$ cat src/rtl/pipe_stage_pkg.sv
// Shared types for the elastic inter-stage pipeline register.
// State encoding and occupancy width used by pipe_stage_reg.
package pipe_stage_pkg;

  localparam int OCC_W = 2;

  typedef enum logic [1:0] {
    ST_EMPTY,
    ST_ONE,
    ST_TWO
  } stage_state_t;

  function automatic logic [OCC_W-1:0] occ_of(input stage_state_t st);
    logic [OCC_W-1:0] occ;
    occ = '0;
    case (st)
      ST_ONE:  occ = 2'd1;
      ST_TWO:  occ = 2'd2;
      default: occ = 2'd0;
    endcase
    return occ;
  endfunction

endpackage

$ cat src/rtl/pipe_stage_reg.sv
// Generic DATA_W-wide pipeline stage with valid/ready handshake and flush.
// Define PIPE_STAGE_SKID_EN for the 2-entry skid build with a registered in_ready.
module pipe_stage_reg
  import pipe_stage_pkg::*;
#(
  parameter int unsigned       DATA_W  = 32,
  parameter logic [DATA_W-1:0] NOP_VAL = '0
) (
  input  logic              CLK,
  input  logic              RST,
  input  logic              flush,
  input  logic              in_valid,
  output logic              in_ready,
  input  logic [DATA_W-1:0] in_data,
  output logic              out_valid,
  input  logic              out_ready,
  output logic [DATA_W-1:0] out_data,
  output logic [OCC_W-1:0]  occupancy
);

  stage_state_t      state_q, state_d;
  logic [DATA_W-1:0] main_q, main_d;
  logic              accept, consume;

  assign consume   = out_valid & out_ready;
  assign accept    = in_valid & in_ready;
  assign out_valid = (state_q != ST_EMPTY);
  assign out_data  = main_q;
  assign occupancy = occ_of(state_q);

`ifdef PIPE_STAGE_SKID_EN
  logic [DATA_W-1:0] skid_q, skid_d;
  logic              rdy_q;

  // Ready is taken from a flop so out_ready never reaches in_ready combinationally.
  assign in_ready = rdy_q & ~flush & ~RST;

  always_ff @(posedge CLK or posedge RST) begin
    if (RST) begin
      state_q <= ST_EMPTY;
      main_q  <= NOP_VAL;
      skid_q  <= NOP_VAL;
      rdy_q   <= 1'b0;
    end else begin
      state_q <= state_d;
      main_q  <= main_d;
      skid_q  <= skid_d;
      rdy_q   <= (state_d != ST_TWO);
    end
  end

  always_comb begin
    state_d = state_q;
    main_d  = main_q;
    skid_d  = skid_q;
    if (flush) begin
      state_d = ST_EMPTY;
      main_d  = NOP_VAL;
      skid_d  = NOP_VAL;
    end else begin
      case (state_q)
        ST_EMPTY: begin
          if (accept) begin
            state_d = ST_ONE;
            main_d  = in_data;
          end
        end
        ST_ONE: begin
          if (accept && consume) begin
            main_d = in_data;
          end else if (consume) begin
            state_d = ST_EMPTY;
            main_d  = NOP_VAL;
          end else if (accept) begin
            state_d = ST_TWO;
            skid_d  = in_data;
          end
        end
        ST_TWO: begin
          if (consume) begin
            state_d = ST_ONE;
            main_d  = skid_q;
            skid_d  = NOP_VAL;
          end
        end
        default: begin
          state_d = ST_EMPTY;
          main_d  = NOP_VAL;
          skid_d  = NOP_VAL;
        end
      endcase
    end
  end

`else
  // Without the skid entry, accept-without-consume in ONE cannot occur.
  assign in_ready = (~out_valid | out_ready) & ~flush & ~RST;

  always_ff @(posedge CLK or posedge RST) begin
    if (RST) begin
      state_q <= ST_EMPTY;
      main_q  <= NOP_VAL;
    end else begin
      state_q <= state_d;
      main_q  <= main_d;
    end
  end

  always_comb begin
    state_d = state_q;
    main_d  = main_q;
    if (flush) begin
      state_d = ST_EMPTY;
      main_d  = NOP_VAL;
    end else begin
      case (state_q)
        ST_EMPTY: begin
          if (accept) begin
            state_d = ST_ONE;
            main_d  = in_data;
          end
        end
        ST_ONE: begin
          if (accept) begin
            main_d = in_data;
          end else if (consume) begin
            state_d = ST_EMPTY;
            main_d  = NOP_VAL;
          end
        end
        default: begin
          state_d = ST_EMPTY;
          main_d  = NOP_VAL;
        end
      endcase
    end
  end
`endif

endmodule

$ cat config.mk
export PLATFORM = sky130hd
export DESIGN_NAME = pipe_stage_reg
export DESIGN_NICKNAME = d
export VERILOG_FILES = /design/src/rtl/pipe_stage_pkg.sv /design/src/rtl/pipe_stage_reg.sv
export SDC_FILE = /design/constraint.sdc
export NUM_CORES = 1
export LEC_CHECK = 0
export CAP_MARGIN = 0
export CORE_MARGIN = 1.5
export CORE_UTILIZATION = 35
export CTS_CLUSTER_SIZE = 20
export DETAILED_ROUTE_END_ITERATION = 10
export PLACE_DENSITY = 0.8
export SKIP_CTS_REPAIR_TIMING = 1
export SYNTH_ARGS = -nofsm -noshare
export SYNTH_HDL_FRONTEND = slang
export SYNTH_SLANG_ARGS = --single-unit
$ cat constraint.sdc
create_clock -name CLK -period 2.15 [get_ports CLK]
set_clock_uncertainty 0.15 [all_clocks]
set_input_delay 0.645 -clock CLK [delete_from_list [all_inputs] [get_ports CLK]]
set_output_delay 0.645 -clock CLK [all_outputs]
set_load 0.01 [all_outputs]
==> flow_summary.toml <==
[setup_path]
worst_path_largest_cell_delay_ps = 630
reg2reg_to = "out_data[25]"
regToRegSetupSlack_ps = 370
r2r-start = "state_q[0]"
crit_arrival_ps = 2170
crit_fanout = 16
end_kind = "flip-flop"
path_cells = "clkdlybuf4s50_1 -> nor3b_2 -> a211oi_4 -> a22o_1"
crit_slowest_cell = "a211oi_4"
required_ps = 2220
crit_type = "in -> reg"
critical_path.top_delay_family = "compound AO/OA/AOI/OAI gates"
startpoint_type = "input pin"
cp_num_buf_inv = 1
reg2reg_depth = 5

[route]
via_count = 1052
drcViolationCount = 0
antenna_left = 0
wirelength_um = 3570
wire_per_inst_um = 17.0
vias_per_cell = 5.01
drt-initial-drc-count = 36
drtPass1Iterations = 4

[outcome]
outcome = "complete, no violations"

[die]
die_area_um2 = 4090
start_util_pct = 37.8
io-pin-count = 73
core_area_um2 = 3440
die_x_um = 63.9
rows = 21
die_height_um = 63.9

[pwr]
p_total_w = 0.00143
swShare_pct = 23.3
power_density_nw_per_um2 = 643
vdd_drop_max_uv = 440
leakagePower_nw = 1.04
combPwrFrac_pct = 17.8
p_clk_share_pct = 35.4
power_frac_seq_pct = 46.8
p_sw_w = 0.000332
internal_power_w = 0.00109

[sta]
fin_crit_ps = 2100
hold_viol = 0
worstMarginPinSlew_ps = 698
report.final.slew_viol_count = 0
fin_crit_sh_pct = 97.7
slew_headroom_pct = 53.3
max_freq_mhz = 476
setup_tns_ps = 0
setup_viol = 0

[yosys]
synth_fa_ha_area_share_pct = 0
muxShareOfSynthArea_pct = 0
synth_cells = 82
synth-compound-area-share_pct = 25.0
synth_xor_area_share_pct = 0
synth.avg_cell_area_um2 = 15.9
syn_nets = 119
ys_types = 14
synth_warnings = 0
ys_ff_latch = 33
syn_area_um2 = 1300
synth-seq-area-share_pct = 63.5
synth-simple-area-share_pct = 4.52
synth_top_family_by_area = "compound AO/OA/AOI/OAI gates"

[flow_run]
drv_cap = 0

[clock_network]
cts_buffer_depth = 2
htreeDepth = 2
cts_buffers = 5
cts_tree = "done"
clock_latency_ps = 280
cts_sinks = 33
root_buffer = "clkbuf_8"
path_clk_slew_ps = 70

[hold_path]
hold_end = "out_data[23]"
min_path_type = "reg -> reg"
min_from = "out_data[23]"
holdPathStages = 1

[finish]
drive_above_1_share_pct = 25.0
area_growth_pct = 70.7
final_nets = 200
final_core_util_pct = 64.5
antenna_cells = 0

[placed_design]
hpwl_um = 2410
gp_congestion = 0.813
port_buffers = 71

[global_route]
grt_max_degree = 34
grt_usage_pct = 17.8
grt_pass1_wl_um = 5340
antenna_found_initial = 0
grt_overflow = 0
grt_pass1_vias = 1113
## registers in the layout, indices dropped and copies added, names as in the netlist
| name | cells |
|---|---|
| state_q | 1 |
| out_data | 32 |
## through the flow
stage | setup WS (ps) | cells | hold slack, ps | cell area (µm²)
CTS | -582 | 208 | 359 | 2170
global route | -3.33 | 210 | 367 | 2220
finish | 49.3 | 210 | 355 | 2220
global placement | -607 | 200 | 338 | 2070
floorplan | 341 | 82 | 394 | 1300
detailed placement | -665 | 200 | 342 | 2070
## logic make-up (layout without fill, tap and decap cells)
family	Yosys count	after routing
other	1	1
DFF	33	33
and+or+nand+nor	5	5
AOI/OAI and AO/OA	34	35
buffers and inverters	9	90
## placed cells by master (no fill, tap or decap), drive strengths merged, types with 2 or more instances in the layout
| master | count |
|---|---|
| clkdlybuf4s50 | 65 |
| dfrtp | 33 |
| a22o | 32 |
| buf | 11 |
| clkbuf | 7 |
| dlymetal6s2s | 5 |
| a211oi | 2 |
## final cells by class
class,instances,area (µm²)
multi-input combinational,41,413
clock buffer,7,96.3
timing repair buffer,81,818
tap,46,57.6
sequential,33,826
inverter,1,3.75
clock inverter,1,5.00
fill,267,1220
## worst reg2reg max path, cell delays in order, from the launching register on
cell and delay, ps:
dfrtp_1 390, buf_4 180, nor3b_2 420, a211oi_4 90, buf_12 170, a22o_2 270
## cell usage after synthesis, drive strengths merged
cell type	count	area, µm²
a211oi	1	20.0
nor2	1	3.75
nor2b	1	13.8
a22o	32	300
nor4b	1	23.8
a21oi	1	5.00
conb	1	3.75
inv	1	3.75
nor3	1	5.00
nor3b	1	12.5
dfrtp	33	826
buf	8	82.6
## worst max path at each step
stage,startpoint,endpoint,slack (ps),cells past startpoint
after floorplan,RST,state_q[0],340,3
after global placement,out_ready,out_data[12],-610,4
after detailed placement,out_ready,out_data[16],-660,4
after CTS,out_ready,in_ready,-580,4
after global routing,in_valid,out_data[7],-3,4
final,in_valid,out_data[15],50,4
## routing by layer
layer | track usage [%] | part of all wire, %
met5 | 0 | 0
met4 | 9.51 | 2.7
met3 | 7.57 | 5.8
met2 | 29.4 | 54
met1 | 19.2 | 37
## power groups by stage
stage	Combinational [W]	Clock [W]	Sequential, W
after floorplan	0.0000788	0	0.000692
after global placement	0.000236	0	0.000678
after detailed placement	0.000241	0	0.000680
after CTS	0.000243	0.000519	0.000668
after global routing	0.000271	0.000571	0.000671
final	0.000254	0.000505	0.000668
(Power assumes the default switching activity.)
